$ cat src/rtl/branch_predictor_if.sv
// -----------------------------------------------------------------------------
// branch_predictor_if
//
// Bundles every non-clock/reset signal of the branch predictor. There are three
// groups: the FD lookup, the X-stage training, and the statistics readout.
//
// Modports:
//   master : pipeline side. It drives the enable, lookup, update and clear
//            signals, and it receives the prediction and the statistics.
//   slave  : predictor side. It has the opposite directions.
//
// Signals:
//   bp_enable    predictor enable
//   fd_valid     FD instruction is a conditional branch
//   pc_fd        PC of the FD instruction
//   pred_taken   combinational prediction for the FD branch
//   pred_idx     table index used for the prediction (carried to X)
//   upd_valid    X instruction is a conditional branch
//   upd_idx      pred_idx carried with the X branch
//   upd_taken    resolved direction of the X branch
//   upd_pred     prediction carried with the X branch
//   cnt_clr      synchronous clear of the statistics counters
//   num_branches resolved-branch count
//   num_mispred  mispredict count
// -----------------------------------------------------------------------------
interface branch_predictor_if #(
   parameter int IDX_BITS = 5,
   parameter int CNT_W    = 32
);
   logic                bp_enable;
   logic                fd_valid;
   logic [31:0]         pc_fd;
   logic                pred_taken;
   logic [IDX_BITS-1:0] pred_idx;
   logic                upd_valid;
   logic [IDX_BITS-1:0] upd_idx;
   logic                upd_taken;
   logic                upd_pred;
   logic                cnt_clr;
   logic [CNT_W-1:0]    num_branches;
   logic [CNT_W-1:0]    num_mispred;

   modport master (
      output bp_enable, fd_valid, pc_fd, upd_valid, upd_idx, upd_taken,
             upd_pred, cnt_clr,
      input  pred_taken, pred_idx, num_branches, num_mispred
   );

   modport slave (
      input  bp_enable, fd_valid, pc_fd, upd_valid, upd_idx, upd_taken,
             upd_pred, cnt_clr,
      output pred_taken, pred_idx, num_branches, num_mispred
   );
endinterface

$ cat src/rtl/branch_predictor.sv
// -----------------------------------------------------------------------------
// branch_predictor
//
// This is the dynamic branch direction predictor for the FD stage. It holds a
// table of 2-bit saturating counters:
//   00 = strong not-taken
//   01 = weak not-taken
//   10 = weak taken
//   11 = strong taken
// The table is indexed by the word-aligned PC bits. The branch resolved in X
// trains the entry through the index that was carried down the pipeline. Two
// statistics counters count resolved branches and mispredicts.
//
// Optional feature, macro BP_GSHARE_EN:
//   Enables gshare indexing. An IDX_BITS-bit global history register is
//   XORed into the lookup index.
//
// Ports:
//   clk   core clock; all state changes on the rising edge
//   rst_n asynchronous, active-low reset
//   bp    branch_predictor_if.slave, which carries:
//         - the lookup signals
//         - the update signals
//         - the statistics signals
// -----------------------------------------------------------------------------
module branch_predictor #(
   parameter int IDX_BITS = 5,
   parameter int CNT_W    = 32
) (
   input logic               clk,
   input logic               rst_n,
   branch_predictor_if.slave bp
);

   localparam int ENTRIES = 1 << IDX_BITS;

   logic [1:0]          ctr_table [ENTRIES];
   logic [IDX_BITS-1:0] pc_idx;
   logic [IDX_BITS-1:0] lookup_idx;
   logic                upd_en;
   logic [1:0]          upd_cur;
   logic [1:0]          upd_next;
   logic [CNT_W-1:0]    branch_cnt;
   logic [CNT_W-1:0]    mispred_cnt;
   logic                unused_pc_bits;

   assign pc_idx         = bp.pc_fd[IDX_BITS+1:2];
   assign unused_pc_bits = ^{bp.pc_fd[31:IDX_BITS+2], bp.pc_fd[1:0]};
   assign upd_en         = bp.upd_valid & bp.bp_enable;

`ifdef BP_GSHARE_EN
   logic [IDX_BITS-1:0] ghr;

   // The history shifts in each trained outcome. A lookup in the same cycle
   // still sees the pre-shift value.
   always_ff @(posedge clk or negedge rst_n) begin
      if (!rst_n) begin
         ghr <= '0;
      end else if (upd_en) begin
         ghr <= {ghr[IDX_BITS-2:0], bp.upd_taken};
      end
   end

   assign lookup_idx = pc_idx ^ ghr;
`else
   assign lookup_idx = pc_idx;
`endif

   // The lookup reads the table directly. There is no bypass from a
   // same-cycle update, so a colliding lookup returns the old counter value.
   assign bp.pred_idx   = lookup_idx;
   assign bp.pred_taken = bp.bp_enable & bp.fd_valid & ctr_table[lookup_idx][1];

   // This computes the saturating next value for the entry being trained.
   always_comb begin
      upd_cur  = ctr_table[bp.upd_idx];
      upd_next = upd_cur;
      if (bp.upd_taken) begin
         if (upd_cur != 2'b11) begin
            upd_next = upd_cur + 2'd1;
         end
      end else begin
         if (upd_cur != 2'b00) begin
            upd_next = upd_cur - 2'd1;
         end
      end
   end

   // Reset sets every entry to weak not-taken. Training always uses the
   // carried index, never an index recomputed from the current PC.
   always_ff @(posedge clk or negedge rst_n) begin
      if (!rst_n) begin
         for (int i = 0; i < ENTRIES; i++) begin
            ctr_table[i] <= 2'b01;
         end
      end else if (upd_en) begin
         ctr_table[bp.upd_idx] <= upd_next;
      end
   end

   // The statistics count even while the predictor is disabled. A clear wins
   // over a same-cycle event, and that event is dropped.
   always_ff @(posedge clk or negedge rst_n) begin
      if (!rst_n) begin
         branch_cnt  <= '0;
         mispred_cnt <= '0;
      end else if (bp.cnt_clr) begin
         branch_cnt  <= '0;
         mispred_cnt <= '0;
      end else if (bp.upd_valid) begin
         branch_cnt <= branch_cnt + CNT_W'(1);
         if (bp.upd_taken != bp.upd_pred) begin
            mispred_cnt <= mispred_cnt + CNT_W'(1);
         end
      end
   end

   assign bp.num_branches = branch_cnt;
   assign bp.num_mispred  = mispred_cnt;

endmodule
$ cat src/flat_wrapper.sv
// flat-port wrapper written by rule: the top's interface ports become plain ports
module branch_predictor_flat 
#(
   parameter int IDX_BITS = 5,
   parameter int CNT_W    = 32
)
  (clk, rst_n, bp_bp_enable, bp_fd_valid, bp_pc_fd, bp_upd_valid, bp_upd_idx, bp_upd_taken, bp_upd_pred, bp_cnt_clr, bp_pred_taken, bp_pred_idx, bp_num_branches, bp_num_mispred);
  branch_predictor_if #(.IDX_BITS(IDX_BITS), .CNT_W(CNT_W)) bp_i ();
  input logic clk;
  input logic rst_n;
  input wire logic [$bits(bp_i.bp_enable)-1:0] bp_bp_enable;
  input wire logic [$bits(bp_i.fd_valid)-1:0] bp_fd_valid;
  input wire logic [$bits(bp_i.pc_fd)-1:0] bp_pc_fd;
  input wire logic [$bits(bp_i.upd_valid)-1:0] bp_upd_valid;
  input wire logic [$bits(bp_i.upd_idx)-1:0] bp_upd_idx;
  input wire logic [$bits(bp_i.upd_taken)-1:0] bp_upd_taken;
  input wire logic [$bits(bp_i.upd_pred)-1:0] bp_upd_pred;
  input wire logic [$bits(bp_i.cnt_clr)-1:0] bp_cnt_clr;
  output wire logic [$bits(bp_i.pred_taken)-1:0] bp_pred_taken;
  output wire logic [$bits(bp_i.pred_idx)-1:0] bp_pred_idx;
  output wire logic [$bits(bp_i.num_branches)-1:0] bp_num_branches;
  output wire logic [$bits(bp_i.num_mispred)-1:0] bp_num_mispred;
  assign bp_i.bp_enable = bp_bp_enable;
  assign bp_i.fd_valid = bp_fd_valid;
  assign bp_i.pc_fd = bp_pc_fd;
  assign bp_i.upd_valid = bp_upd_valid;
  assign bp_i.upd_idx = bp_upd_idx;
  assign bp_i.upd_taken = bp_upd_taken;
  assign bp_i.upd_pred = bp_upd_pred;
  assign bp_i.cnt_clr = bp_cnt_clr;
  assign bp_pred_taken = bp_i.pred_taken;
  assign bp_pred_idx = bp_i.pred_idx;
  assign bp_num_branches = bp_i.num_branches;
  assign bp_num_mispred = bp_i.num_mispred;
  branch_predictor #(.IDX_BITS(IDX_BITS), .CNT_W(CNT_W)) u_core (.clk(clk), .rst_n(rst_n), .bp(bp_i));
endmodule
$ cat config.mk
export PLATFORM = sky130hd
export DESIGN_NAME = branch_predictor_flat
export DESIGN_NICKNAME = d
export VERILOG_FILES = /design/src/rtl/branch_predictor_if.sv /design/src/rtl/branch_predictor.sv /design/src/flat_wrapper.sv
export SDC_FILE = /design/constraint.sdc
export NUM_CORES = 1
export LEC_CHECK = 0
export ABC_AREA = 1
export CORE_ASPECT_RATIO = 1.75
export CORE_MARGIN = 8
export CORE_UTILIZATION = 50
export CTS_BUF_LIST = sky130_fd_sc_hd__clkbuf_16
export CTS_CLUSTER_DIAMETER = 50
export DETAILED_ROUTE_END_ITERATION = 12
export PLACE_DENSITY = 0.81
export SLEW_MARGIN = 0
export SYNTH_ARGS = -nofsm -noshare
export SYNTH_HDL_FRONTEND = slang
export SYNTH_SLANG_ARGS = --single-unit
$ cat constraint.sdc
create_clock -name clk -period 1.65 [get_ports clk]
set_input_delay 0.33 -clock clk [delete_from_list [all_inputs] [get_ports clk]]
set_output_delay 0.33 -clock clk [all_outputs]
set_load 0.02 [all_outputs]
Yosys cells after proc, flatten, opt, wreduce, memory -nomap -nowiden

Index checks and enable logic that the tools add are counted.

Bits in registers: 128
Input bits: 45
Output and inout port bits: 70
Word-level logic and storage cells: 70

Add/subtract/negate cells: 4
Order comparisons: 3
Equal/unequal tests: 2
Mux-type cells: 17
Bitwise gates (word level): 5
Reductions and logical operators: 5

Operator list:

| kind                                               | count |
|---|---|
| two-way mux 32 bit                                 | 5 |
| adder 32 x 1 -> 32 bit, second input constant      | 2 |
| bitwise mux 64 bit                                 | 1 |
| binary-select mux 2 bit (select 5 bit)             | 2 |
| two-way mux 2 bit                                  | 8 |
| >= comparator 6 bit, second input constant         | 2 |
| inverter 5 -> 6 bit                                | 2 |
| demux 2 bit (select 5 bit)                         | 1 |
| < comparator 6 x 1 -> 1 bit, second input constant | 1 |
| nonzero test 2 bit                                 | 3 |
| bitwise AND 1 bit                                  | 3 |
| adder 2 x 1 -> 2 bit, second input constant        | 1 |
| != test 2 bit, second input constant               | 1 |
| AND reduction 2 bit                                | 1 |
| subtractor 2 x 1 -> 2 bit, second input constant   | 1 |
| logical AND 1 bit                                  | 1 |
| != test 1 bit                                      | 1 |

Logic depth before layout (Yosys ltp)

Gate-level depths: netlist (run 1).

Word-level depth: 8
Gate-level depth with buffers: 17

Worst setup path before layout (run 1)

OpenSTA, ideal clock, no wires.

Path type: input to output
Start point: input port bp_pc_fd[2]
End point: output port bp_pred_taken
Arrival time: 1.625 ns
Setup slack: -0.305 ns
Stages on the path: 9
Path buffers: 2
Cell sequence: clkbuf_1 -> inv_1 -> clkbuf_1 -> nor2_1 -> o221ai_1 -> nand3_1 -> nand3_1 -> nand2_1 -> nor2_1

Cells in the longest elaborated chain, start to end: 5

Ends and longest elaborated chain:

| element                                              | RTL line               | text |
|---|---|---|
| start: declaration                                   | flat_wrapper.sv:13     | `input wire logic [$bits(bp_i.pc_fd)-1:0] bp_pc_fd;` |
| inverter 5 -> 6 bit (not written as such)            | branch_predictor.sv:72 | `assign bp.pred_taken = bp.bp_enable & bp.fd_valid & ctr_table[lookup_idx][1];` |
| binary-select mux 2 bit (select 5 bit)               | branch_predictor.sv:72 |  |
| two-way mux 2 bit (not written as such) (2 in a row) | branch_predictor.sv:72 |  |
| bitwise AND 1 bit                                    | branch_predictor.sv:72 |  |
| end: declaration                                     | flat_wrapper.sv:19     | `output wire logic [$bits(bp_i.pred_taken)-1:0] bp_pred_taken;` |

Every way passes these cells. The select of a mux whose other input is x is not followed.

Final worst setup path (run 1)

Start point: register u_core.ctr_table[27] (netlist name)
End point: register u_core.ctr_table[36] (netlist name)

Cells in the longest elaborated chain, start to end: 7
Elaborated cells between the ends (all ways): 9
Those cells by class: 1 x eq/ne; 7 x mux; 1 x reduce/logical

Ends and longest elaborated chain:

| element                                                    | RTL line                                       | text |
|---|---|---|
| start: declaration                                         | branch_predictor.sv:37                         | `logic [1:0] ctr_table [ENTRIES];` |
| start signal: indexed assignment                           | branch_predictor.sv:97                         | `ctr_table[bp.upd_idx] <= upd_next;` |
| binary-select mux 2 bit (select 5 bit) (*)                 | branch_predictor.sv:76                         | `upd_cur = ctr_table[bp.upd_idx];` |
| two-way mux 2 bit (not written as such) (*) (2 in a row)   | branch_predictor.sv:76                         |  |
| != test 2 bit / nonzero test 2 bit (equally long branches) | branch_predictor.sv:79, branch_predictor.sv:83 |  |
| two-way mux 2 bit (on tied branches)                       | branch_predictor.sv:79, branch_predictor.sv:83 |  |
| two-way mux 2 bit (*)                                      | branch_predictor.sv:78                         | `if (bp.upd_taken) begin` |
| bitwise mux 64 bit (*)                                     | branch_predictor.sv:97                         |  |

Mark *: on every way between the ends. The rest lies on a longest branch, timed or not. The select of a mux whose other input is x is not followed.
A chain may end at the register's enable or synchronous reset.

==> results of run 1 <==
-- flip-flops by register name, indices dropped and copies added, names as in the netlist --
signal / flops
u_core.bp.num_branches: 32
u_core.bp.num_mispred: 32
u_core.ctr_table: 64
-- layout by cell type, fill, tap and decap left out, drive strengths merged, types with 5 or more instances in the layout --
cell	n
xor2	5
dfstp	32
dlygate4sd2	58
nand3	78
buf	196
clkbuf	24
inv	133
nor4	6
o221ai	7
dfrtp	96
nand2	467
clkinv	7
nor2	138
nand4	20
o21ai	49
nor3	43
a21oi	27
clkdlybuf4s15	10
o21bai	7
clkdlybuf4s50	8
-- power breakdown --
part	total [W]	internal [W]	leakage, nW	switching (W)
Combinational	0.00154	0.000680	3.76	0.000859
Sequential	0.00346	0.00336	1.64	0.000104
Clock	0.00368	0.00209	0.276	0.00159
Total	0.00868	0.00613	5.68	0.00255
-- stage by stage --
step,cell area (sq um),worst slack [ps]
finish,11700,-384
floorplan,7780,-103
detailed placement,9920,-1060
global route,11700,-484
global placement,9920,-1040
CTS,11200,-296
-- per-layer routing --
layer	part of all wire	vias to the layer above	track usage
met4	0.075	0	0.207
met2	0.52	589	0.518
met1	0.32	4340	0.292
met5	0	-	0
met3	0.080	191	0.0684
li1	-	4179	-
-- cell type report --
type / instances / area share
Timing Repair Buffer: 281 / 0.228
Sequential cell: 128 / 0.280
Tap cell: 186 / 0.0199
Clock buffer: 17 / 0.0365
Inverter: 128 / 0.0414
Multi-Input combinational cell: 862 / 0.383
Clock inverter: 15 / 0.0118
-- kinds of logic (layout without fill, tap and decap cells) --
| family | Yosys count | in the layout | synth area share |
|---|---|---|---|
| compound gates | 98 | 98 | 0.0725 |
| xor+xnor | 6 | 6 | 0.00681 |
| fa+ha+maj | 2 | 2 | 0.00324 |
| buf+inv | 166 | 441 | 0.0958 |
| flops | 128 | 128 | 0.420 |
| simple gates | 756 | 756 | 0.401 |
-- path summary, 6_finish.rpt --
| kind | to | slack [ps] | cells past startpoint |
|---|---|---|---|
| hold / removal | u_core.ctr_table[52] | 470 | 2 |
| max in group asynchronous | u_core.ctr_table[59] | 640 | 3 |
| setup reg to reg | u_core.ctr_table[36] | -380 | 15 |
| hold reg to reg | u_core.ctr_table[52] | 470 | 2 |
| setup / recovery | u_core.ctr_table[36] | -380 | 15 |
| min in group asynchronous | u_core.bp.num_branches[13] | 510 | 3 |
-- worst max-delay path, delay by kind of cell (launching register included) --
| kind | cells | cell delay, ps |
|---|---|---|
| and+or+nand+nor | 12 | 1080 |
| DFF | 1 | 410 |
| buffers and inverters | 3 | 460 |
-- repair_timing --
action	CTS	global route
hold buffers	1	0
endpoints found under the setup margin	151	102
gates cloned	9	1
endpoints found under the hold margin	45	0
gates resized for setup	220	142
buffers inserted	13	12
pin swaps	26	49
==> run summary, run 1 <==
Type of element launching the critical path: register
Clock sink total: 128
CTS tree: built
Crit path from: u_core.ctr_table[27]
Number of inserted diodes: 0
Count of vias placed by the detailed router: 9299
Post-DP HPWL: 17.8 mm
Highest fanout seen on the critical path: 6
Num rows: 60
Arrival time at the worst endpoint: 2380 ps
Most instantiated library cell after synthesis: sky130_fd_sc_hd__nand2_1
Outcome: complete, but fails checks
Clock tree root driver cell: sky130_fd_sc_hd__clkbuf_16
Setup skew after layout: 15.3 ps
Clock buffers created by TritonCTS: 17
Total of endpoints with negative setup slack in the final report: 69
Non-filler cells in the finished layout: 1617
Antenna Nets Post-Route: 0
Number of optimization iterations in the first detailed-route pass: 8
Source-to-sink clock delay at the later pin of the worst-skew pair: 430 ps
Number of global-route vias before repair: 9467
Final period demand of the worst path: 2030 ps
Area of the die: 19800 sq um
Wire length after detailed routing: 30.8 mm
Final period util: 1.23
Wire length of the first global-routing pass: 46.0 mm
Critical path cell sequence: buf_4, nand2_1, nand2_1, nand2_1, nand2_1, nand2_1, nand2_2, nor2_4, buf_4, nand3_4, nand2_4, nand2_8, buf_12, nand2_2, nand2_1
Setup Total Neg Slack: -21830 ps
Nets@finish: 1465
Leading cell types by total area after synthesis: sky130_fd_sc_hd__dfrtp_1 31%, sky130_fd_sc_hd__nand2_1 22%, sky130_fd_sc_hd__dfstp_2 11%
Area inside the core boundary: 15200 sq um
Violated checks: setup timing
CP Data Required Time: 1990 ps
Post-synthesis instance area: 7710 sq um
Number of different library cells in the post-synthesis netlist: 38
Share of synthesized registers carrying an async set or reset: 1.00
Starting density of the core: 0.506
Capturing element type of the critical path: register
Maximum buffer depth of the clock tree: 2
Count of port buffers added during placement: 87
VDD IR max: 0.722 mV
Die outline width: 110 um
Kind of critical path: register to register
Relative max-transition margin: 0.618
Post-Syn Area per Cell: 6.67 sq um
Primary FF master, synth: sky130_fd_sc_hd__dfrtp_1
Post-layout util: 0.766
Fraction of post-synthesis cell area in the top cell type by area: 0.311
Final hold vios: 0
Synthesized Nets: 1203
Global route overflow: 0
Min setup slack post-route: -384 ps
Power per cell area: 744 nW/um^2
Fill cell count: 1014
Portion of the post-synthesis area used by sequential elements: 0.420
Area growth, synth to finish: 51.2%
Worst hold start: u_core.ctr_table[52]
Area taken by multi-input logic gates: 4470 sq um
Number of antenna violations at the first check in global routing: 0
Mean routed wirelength per cell: 19.0 um
Routability cong.: 0.969
Average via count per standard cell: 5.75
Maximum number of pins on one net before global-route repair: 99
Overall track demand over capacity in global routing: 0.296
Number of slew-limit violations in the final report: 0
Ports: 115
Transition time of the tightest slew-check pin: 572 ps
Maximum operating frequency: 0.492 GHz
Overall die height: 180 um
Unrepaired setup endpoints after global routing: true
Gate Count Post-Synth: 1156
Warnings from Yosys: 0
Dominant cell type by area after synthesis: sky130_fd_sc_hd__dfrtp_1
Area used by sequential logic in the layout: 3260 sq um
Detailed Route Iter0 Violations: 646
Placed cell count: 1550
Leading post-synthesis cells by instance count: 462 x sky130_fd_sc_hd__nand2_1, 135 x sky130_fd_sc_hd__nor2_1, 124 x sky130_fd_sc_hd__inv_1, 96 x sky130_fd_sc_hd__dfrtp_1, 77 x sky130_fd_sc_hd__nand3_1
Hold slack: 465 ps
Synthesized flop and latch total: 128
Worst hold path type: register to register
Clock transition at the registers of the reported paths: 60 ps
Overall Power: 0.00868 W
Number of synthesized flops with an enable pin: 0
Proportion of layout cells with a drive suffix above 1: 0.324
Reg2Reg Launch Point: u_core.ctr_table[27]
Max Cap Viol: 0
Library cell contributing the largest single delay on the critical path: sky130_fd_sc_hd__dfrtp_1
Post-detailed-route DRC marker count: 0
Delay contributed by the slowest stage of the critical path: 410 ps
Most repeated library cell on the critical path: sky130_fd_sc_hd__nand2_1
LEAKAGE: 5.68 nW
H-tree depth reported by CTS: 4
(Power assumes the default switching activity.)
==> run 2, diff against run 1 <==
--- a/config.mk
+++ b/config.mk
@@ -8,11 +8,11 @@
 export ABC_AREA = 1
 export CORE_ASPECT_RATIO = 1.75
 export CORE_MARGIN = 8
-export CORE_UTILIZATION = 50
+export CORE_UTILIZATION = 30
 export CTS_BUF_LIST = sky130_fd_sc_hd__clkbuf_16
 export CTS_CLUSTER_DIAMETER = 50
 export DETAILED_ROUTE_END_ITERATION = 12
-export PLACE_DENSITY = 0.81
+export PLACE_DENSITY = 0.54
 export SLEW_MARGIN = 0
 export SYNTH_ARGS = -nofsm -noshare
 export SYNTH_HDL_FRONTEND = slang
==> run summary, run 2 (synthesis results as in run 1) <==
Post-Place Worst Slack: -948 ps
Number of slew-limit violations in the final report: 0
Overall track demand over capacity in global routing: 0.182
Min setup slack post-route: -304 ps
Critical path cell sequence: o21ai_0, o221ai_1, nand3_1, nand2_1, nor2_2, nor2_4, buf_6
Area growth, synth to finish: 51.5%
Clock tree root driver cell: sky130_fd_sc_hd__clkbuf_16
Maximum buffer depth of the clock tree: 2
Area inside the core boundary: 25200 sq um
Type of element launching the critical path: register
Number of inserted diodes: 0
Kind of critical path: register to output pin
Kind of cell adding the most delay to the critical path: flip-flops
VDD IR max: 0.748 mV
Die outline width: 137 um
Power per cell area: 733 nW/um^2
Final hold vios: 0
Num rows: 77
Clock sink total: 128
Routability cong.: 0.914
Most common library cell in the layout ignoring fill and taps: sky130_fd_sc_hd__nand2_1
Count of vias placed by the detailed router: 8550
Capturing element type of the critical path: output pin
CTS tree: built
Unrepaired setup endpoints after global routing: true
Source-to-sink clock delay at the later pin of the worst-skew pair: 440 ps
Wire length of the first global-routing pass: 44.1 mm
Ports: 115
Global route overflow: 0
Length in cells of the worst reg-to-reg path: 15
Clock buffers created by TritonCTS: 17
Max Cap Viol: 0
Final period demand of the worst path: 1950 ps
Proportion of layout cells with a drive suffix above 1: 0.297
Number of optimization iterations in the first detailed-route pass: 5
Overall Power: 0.00856 W
Nets@finish: 1483
Starting density of the core: 0.306
Delay contributed by the slowest stage of the critical path: 430 ps
Outcome: complete, but fails checks
Post-detailed-route DRC marker count: 0
Reg2Reg Launch Point: u_core.ctr_table[53]
Largest Register: u_core.ctr_table
Average via count per standard cell: 4.84
Maximum number of pins on one net before global-route repair: 42
Arrival time at the worst endpoint: 1620 ps
Highest fanout seen on the critical path: 2
Violated checks: setup timing
Count of port buffers added during placement: 87
Transition time of the tightest slew-check pin: 435 ps
Number of global-route vias before repair: 8451
Critical register-to-register path endpoint: u_core.ctr_table[37]
Wire length after detailed routing: 28.9 mm
Number of antenna violations at the first check in global routing: 0
Maximum operating frequency: 0.512 GHz
Crit path buf inv count: 1
Clock transition at the registers of the reported paths: 60 ps
Placed cell count: 1701
Setup slack, reg-to-reg: -270 ps
Non-filler cells in the finished layout: 1765
H-tree depth reported by CTS: 4
Hold slack: 336 ps
Post-layout util: 0.463
Overall die height: 228 um
Max reg flops: 64
Area of the die: 31300 sq um
Library cell contributing the largest single delay on the critical path: sky130_fd_sc_hd__dfrtp_1
LEAKAGE: 5.73 nW
Total of endpoints with negative setup slack in the final report: 68
Relative max-transition margin: 0.709
Commonest cells after routing, fill and taps aside: 426 x sky130_fd_sc_hd__nand2_1, 175 x sky130_fd_sc_hd__buf_4, 123 x sky130_fd_sc_hd__inv_1, 109 x sky130_fd_sc_hd__nor2_1, 83 x sky130_fd_sc_hd__dfrtp_1
Antenna Nets Post-Route: 0
CP Data Required Time: 1320 ps
Mean routed wirelength per cell: 16.4 um
Final period util: 1.18
Worst hold path type: input pin to asynchronous set/reset pin
Setup skew after layout: 9.62 ps
Post-DP HPWL: 20.7 mm
Detailed Route Iter0 Violations: 426
## run 2: changes by cell type in the layout (fill, tap and decap cells not counted), moves of 5 or more
| cell | previous run | this run |
|---|---|---|
| sky130_fd_sc_hd__clkdlybuf4s15_2 | 1 | 11 |
| sky130_fd_sc_hd__buf_16 | 8 | 1 |
| sky130_fd_sc_hd__nand2_2 | 67 | 33 |
| sky130_fd_sc_hd__inv_1 | 118 | 123 |
| sky130_fd_sc_hd__nand3_1 | 40 | 65 |
| sky130_fd_sc_hd__buf_4 | 145 | 175 |
| sky130_fd_sc_hd__nand2_1 | 392 | 426 |
| sky130_fd_sc_hd__nand3_2 | 36 | 11 |
| sky130_fd_sc_hd__dlygate4sd2_1 | 58 | 38 |
## run 2: layout make-up
cell class	count	area [sq um]
Multi-Input combinational cell	862	4280
Clock inverter	15	153
Fill cell	2608	13600
Inverter	128	483
Clock buffer	17	425
Sequential cell	128	3260
Timing Repair Buffer	299	2690
Tap cell	316	395
## run 2: where the power goes
part           switching, W  leakage [nW]  total [W]  internal, W
clock network       0.00148         0.287    0.00381      0.00233
logic              0.000724          3.80    0.00129     0.000568
registers          0.000104          1.65    0.00346      0.00336
## run 2: per-layer routing
| layer | routed length [um] | vias to the layer above | GRT usage |
|---|---|---|---|
| li1 | - | 4216 | - |
| met1 | 10500 | 4047 | 0.181 |
| met2 | 15600 | 206 | 0.334 |
| met3 | 969 | 81 | 0.0288 |
| met4 | 1840 | 0 | 0.122 |
| met5 | 0 | - | 0 |
## run 2: how the worst max path moves through the flow
stage / from / endpoint / slack, ps / cells after the start
floorplan: bp_pc_fd[2] / bp_pred_taken / -100 / 9
global placement: bp_pc_fd[2] / bp_pred_taken / -960 / 12
detailed placement: bp_pc_fd[2] / bp_pred_taken / -950 / 12
CTS: u_core.ctr_table[53] / bp_pred_taken / -350 / 9
global route: u_core.ctr_table[53] / bp_pred_taken / -420 / 9
finish: u_core.ctr_table[59] / bp_pred_taken / -300 / 7
## run 2: timing repair
item	in CTS	in global routing
setup endpoints to repair	153	120
endpoints found under the hold margin	20	0
hold buffers	1	0
pin swaps	14	49
cloned	2	4
buffers inserted	5	20
resized for setup	185	136
## run 2: stage by stage
step           TNS, ps  instance area (sq um)
2_1_floorplan     -277                   7780
3_3_place_gp    -71520                  10300
3_5_place_dp    -71740                  10300
4_1_cts          -6710                  11100
5_1_grt         -24220                  11700
6_report        -14420                  11700
==> run 3, diff against run 2 <==
--- a/config.mk
+++ b/config.mk
@@ -6,6 +6,7 @@
 export NUM_CORES = 1
 export LEC_CHECK = 0
 export ABC_AREA = 1
+export CAP_MARGIN = 10
 export CORE_ASPECT_RATIO = 1.75
 export CORE_MARGIN = 8
 export CORE_UTILIZATION = 30
@@ -13,6 +14,7 @@
 export CTS_CLUSTER_DIAMETER = 50
 export DETAILED_ROUTE_END_ITERATION = 12
 export PLACE_DENSITY = 0.54
+export SETUP_SLACK_MARGIN = 0.02
 export SLEW_MARGIN = 0
 export SYNTH_ARGS = -nofsm -noshare
 export SYNTH_HDL_FRONTEND = slang
==> run summary, run 3 (synthesis results as in run 1) <==
Outcome: complete, but fails checks
Violated checks: setup timing
Delay contributed by the slowest stage of the critical path: 390 ps
VDD IR max: 0.727 mV
Post-layout util: 0.472
Area taken by multi-input logic gates: 4580 sq um
Kind of cell adding the most delay to the critical path: flip-flops
Nets@finish: 1474
Share of power burned in registers: 0.393
Wire length of the first global-routing pass: 43.5 mm
Proportion of layout cells with a drive suffix above 1: 0.355
Overall die height: 228 um
Unrepaired setup endpoints after global routing: true
Ports: 115
Post-DP HPWL: 20.6 mm
Largest Register: u_core.ctr_table
Critical path cell sequence: inv_2, nor2_1, a211oi_1, o21ai_0, nand3_1, nand3_2, nand2_2, nor2_4, buf_6
Clock tree root driver cell: sky130_fd_sc_hd__clkbuf_16
Placed cell count: 1698
Source-to-sink clock delay at the later pin of the worst-skew pair: 440 ps
Min setup slack post-route: -317 ps
Maximum number of pins on one net before global-route repair: 51
Number of global-route vias before repair: 8505
Kind of critical path: register to output pin
Number of antenna violations at the first check in global routing: 1
Num rows: 77
Switching component of the power: 0.00247 W
Final period demand of the worst path: 1970 ps
Area inside the core boundary: 25200 sq um
Crit path buf inv count: 2
Global route overflow: 0
Area of the die: 31300 sq um
Area growth, synth to finish: 54.4%
Number of optimization iterations in the first detailed-route pass: 4
Clk pwr share: 0.452
Mean routed wirelength per cell: 16.1 um
Maximum buffer depth of the clock tree: 2
Number of slew-limit violations in the final report: 0
Switching share of power: 0.281
Max Cap Viol: 0
Capturing element type of the critical path: output pin
Antenna Nets Post-Route: 0
Overall track demand over capacity in global routing: 0.178
Area used by sequential logic in the layout: 3270 sq um
Transition time of the tightest slew-check pin: 407 ps
Fill cell count: 2532
LEAKAGE: 5.82 nW
Maximum operating frequency: 0.508 GHz
H-tree depth reported by CTS: 4
Type of element launching the critical path: register
Die outline width: 137 um
Starting density of the core: 0.306
Count of port buffers added during placement: 87
Combinational Power Share: 0.155
Post-detailed-route DRC marker count: 0
Final hold vios: 0
CTS tree: built
Total of endpoints with negative setup slack in the final report: 65
Non-filler cells in the finished layout: 1757
Clock buffers created by TritonCTS: 17
CP Data Required Time: 1320 ps
Detailed Route Iter0 Violations: 459
Power per cell area: 738 nW/um^2
Routability cong.: 0.912
Count of vias placed by the detailed router: 8473
Setup skew after layout: 7.29 ps
Internal Pwr Total: 0.00632 W
Final period util: 1.19
Commonest cells after routing, fill and taps aside: 379 x sky130_fd_sc_hd__nand2_1, 169 x sky130_fd_sc_hd__buf_4, 118 x sky130_fd_sc_hd__inv_1, 109 x sky130_fd_sc_hd__nor2_1, 77 x sky130_fd_sc_hd__dfrtp_1
Highest fanout seen on the critical path: 2
Clock transition at the registers of the reported paths: 60 ps
Wire length after detailed routing: 28.2 mm
Worst hold path type: input pin to asynchronous set/reset pin
Arrival time at the worst endpoint: 1640 ps
Library cell contributing the largest single delay on the critical path: sky130_fd_sc_hd__dfrtp_1
Most common library cell in the layout ignoring fill and taps: sky130_fd_sc_hd__nand2_1
Max reg flops: 64
Relative max-transition margin: 0.728
Average via count per standard cell: 4.82
Clock sink total: 128
-- run 3: cell types whose count changed in the layout (fill, tap and decap cells not counted), sizes merged --
cell / previous run / this run
buf: 216 / 210
clkinv: 8 / 3
clkdlybuf4s15: 22 / 18
clkdlybuf4s50: 10 / 7
dlygate4sd2: 38 / 41
inv: 130 / 133
clkinvlp: 2 / 4
diode: 0 / 1
dlymetal6s2s: 2 / 3
-- run 3: final timing paths --
path,startpoint,end,slack (ps),cells after the start
worst max-delay path,u_core.ctr_table[15],bp_pred_taken,-320,9
worst min-delay path,rst_n,u_core.bp.num_branches[14],300,2
worst max register to register,u_core.ctr_table[63],u_core.ctr_table[43],-240,14
worst min register to register,u_core.ctr_table[6],u_core.ctr_table[6],460,2
max in group asynchronous,rst_n,u_core.ctr_table[0],730,3
min in group clk,bp_upd_valid,u_core.bp.num_branches[1],380,5
-- run 3: metal layers --
metal  track usage  wire length (um)  share of wire  up-vias
met5             0                 0              0        -
met4         0.124              1880          0.067        0
met3        0.0253               924          0.033       96
met2         0.328             15200           0.54      203
met1         0.175             10200           0.36     3977
li1              -                 -              -     4197
-- run 3: power by group through the flow --
| stage | clock [W] | sequential [W] | combinational (W) |
|---|---|---|---|
| 3_3_place_gp | 0 | 0.00351 | 0.00109 |
| 6_report | 0.00397 | 0.00346 | 0.00136 |
| 5_1_grt | 0.00421 | 0.00347 | 0.00147 |
| 3_5_place_dp | 0 | 0.00350 | 0.00109 |
| 4_1_cts | 0.00408 | 0.00345 | 0.00112 |
| 2_1_floorplan | 0 | 0.00350 | 0.000552 |
-- run 3: what timing repair did --
item                                    CTS  global route
endpoints found under the setup margin  147           127
pin swaps                                21            56
cloned                                    1             5
buffers inserted                          4            16
gates resized for setup                 194           219
hold buffers                              1             0
hold endpoints to repair                 16             0
-- run 3: final cells by class --
class                      count  share of cell area
clock inverter                15              0.0153
antenna                        1            0.000210
inverter                     128              0.0405
sequential                   128               0.274
tap                          316              0.0332
clock buffer                  17              0.0357
timing repair buffer         290               0.216
multi-input combinational    862               0.384
-- run 3: metrics by stage --
step	TNS [ps]	power (W)	worst slack [ps]	area [sq um]	hold WS, ps
finish	-12080	0.00879	-317	11900	296
global placement	-65160	0.00459	-1020	10200	187
CTS	-5720	0.00866	-351	11000	284
global route	-19000	0.00916	-432	11900	318
floorplan	-191	0.00405	-103	7800	34.4
detailed placement	-66870	0.00460	-1040	10200	187
==> edit: new RTL, flow settings as in run 1 <==
`CNT_W` is set to 32 in 3 places; all go to 28.
--- a/src/rtl/branch_predictor_if.sv
+++ b/src/rtl/branch_predictor_if.sv
@@ -25,7 +25,7 @@
 // -----------------------------------------------------------------------------
 interface branch_predictor_if #(
    parameter int IDX_BITS = 5,
-   parameter int CNT_W    = 32
+   parameter int CNT_W    = 28
 );
    logic                bp_enable;
    logic                fd_valid;
--- a/src/rtl/branch_predictor.sv
+++ b/src/rtl/branch_predictor.sv
@@ -25,7 +25,7 @@
 // -----------------------------------------------------------------------------
 module branch_predictor #(
    parameter int IDX_BITS = 5,
-   parameter int CNT_W    = 32
+   parameter int CNT_W    = 28
 ) (
    input logic               clk,
    input logic               rst_n,
--- a/src/flat_wrapper.sv
+++ b/src/flat_wrapper.sv
@@ -2,7 +2,7 @@
 module branch_predictor_flat 
 #(
    parameter int IDX_BITS = 5,
-   parameter int CNT_W    = 32
+   parameter int CNT_W    = 28
 )
   (clk, rst_n, bp_bp_enable, bp_fd_valid, bp_pc_fd, bp_upd_valid, bp_upd_idx, bp_upd_taken, bp_upd_pred, bp_cnt_clr, bp_pred_taken, bp_pred_idx, bp_num_branches, bp_num_mispred);
   branch_predictor_if #(.IDX_BITS(IDX_BITS), .CNT_W(CNT_W)) bp_i ();
Interface: changed (resized bp_num_branches and bp_num_mispred); port bits go from 115 to 107. The function was not compared with the original's and may differ.
==> edit against run 1 <==
  * The run still ends with setup timing left
  * First-iteration DRC count is 25% higher
  * Clock skew is 0.0028 ns lower
  * Critical path depth fell by 8
  * Area after synthesis decreased by 8.0%
  * Final area decreased by 6.8%
  * Sequential cell count decreased by 8
  * Wire length increased by 6.2%
  * Via count fell by 2.9%
  * Non-clock buffer count down 23
  * Worst setup slack got worse by 0.13 ns
  * Power barely moved
  * Critical path type is now reg -> out
==> edit: results (changes against run 1) <==
status: "complete, but fails checks"
failed_checks: "setup timing"
m1WireLength_um: 9856  # -1.1%
wl_met2_um: 15980  # -0.42%
yosysSeqAreaShare_pct: 42.86  # +0.83 points
synth.top_cells.by_area: "dfrtp_1, nand2_1, dfstp_2"
cts_resized: 214  # -2.7%
synth_compound_area_share_pct: 7.772  # +0.52 points
postPlaceCellArea_um2: 9119  # -8.1%
path_delay_family: "flip-flops"
tightest_slew_ns: 0.4734  # -0.09900 ns
buf_share_pct: 22.86  # +0.091 points
io_buffers: 79  # -9.2%
finClkSkew_ns: 0.01249  # -0.002773 ns
synth_top_area_share_pct: 31.02  # -0.12 points
leakage_uw: 0.005396  # -4.9%
rrSetupSlack_ns: -0.49  # -0.11 ns
routabilityCongestion: 0.9877  # +2.0%
ys_types: 34  # -11%
syn_to_final_growth_pct: 53.21
p_int_uw: 6172  # +0.72%
synth_common_cells: "nand2_1, nor2_1, inv_1, dfrtp_1, nand3_1"
post-place-ws_ns: -0.9919  # +0.06397 ns
r2r_cells: 16  # +1
vias: 9029  # -2.9%
drt_pre_antenna_iters: 6  # -2
met3_usage_pct: 8.749  # +1.9 points
nNetsFinal: 1343  # -8.3%
hold_ws_ns: 0.3647  # -0.1004 ns
stdcell_count: 1486  # -8.1%
reg2reg_to: "u_core.ctr_table[54]$_DFFE_PN1P_"
r2r-start: "u_core.ctr_table[49]$_DFFE_PN0P_"
ir_worst_vdd_v: 0.0007138  # -1.1%
critPathMaxStageDelay_ns: 0.46  # +0.05 ns
n_fill_cell: 862  # -15%
setup_viol: 70  # +1.4%
post-cts-setup-buffers: 18  # +5
cp_max_fo: 2  # -4
synth-xor-area-share_pct: 0.3701  # -0.31 points
met1_usage_pct: 33.10  # +3.9 points
multi_input_area_um2: 4090  # -8.5%
drive_above_1_share_pct: 31.09  # -1.3 points
p_sw_share_pct: 28.80  # -0.57 points
fin_setup_tns_ns: -24.46  # -2.628 ns
wl_met3_um: 3458  # +41%
hpwl_um: 17120  # -3.7%
placed_cells: 1421  # -8.3%
syn_inst: 1055  # -8.7%
grt_pass1_wl_um: 48400  # +5.3%
clk_share_pct: 5.395  # +0.57 points
finalWorstSetupSlack_ns: -0.5174  # -0.1335 ns
grtUsageMet2_pct: 57.78  # +6.0 points
syn_area_um2: 7099  # -8.0%
track_usage_pct: 34.05  # +4.5 points
grt_max_degree: 43  # -57%
regArea_um2: 3059  # -6.2%
drt-initial-drc-count: 807  # +25%
yosys.area_share.adder_pct: 0.3525  # +0.028 points
-- edit: cell types whose count changed after synthesis, sizes merged, moves of 4 or more --
cell,before,now
nor2,138,119
a21oi,27,31
nand4,20,25
inv,128,114
nand3,78,72
nand2,467,425
dfrtp,96,88
nor3,43,34
o21ai,49,43
-- edit: worst max-delay path by stage --
stage	from	end	slack, ns	cells after the start
global placement	bp_pc_fd[2]	bp_pred_taken	-0.94	10
CTS	u_core.ctr_table[45]$_DFFE_PN0P_	bp_pred_taken	-0.33	7
global route	u_core.ctr_table[49]$_DFFE_PN0P_	u_core.ctr_table[54]$_DFFE_PN1P_	-0.63	16
floorplan	u_core.bp.num_mispred[0]$_DFFE_PN0P_	u_core.bp.num_mispred[24]$_DFFE_PN0P_	-0.04	11
detailed placement	bp_pc_fd[2]	bp_pred_taken	-0.99	10
finish	u_core.ctr_table[45]$_DFFE_PN0P_	bp_pred_taken	-0.52	7
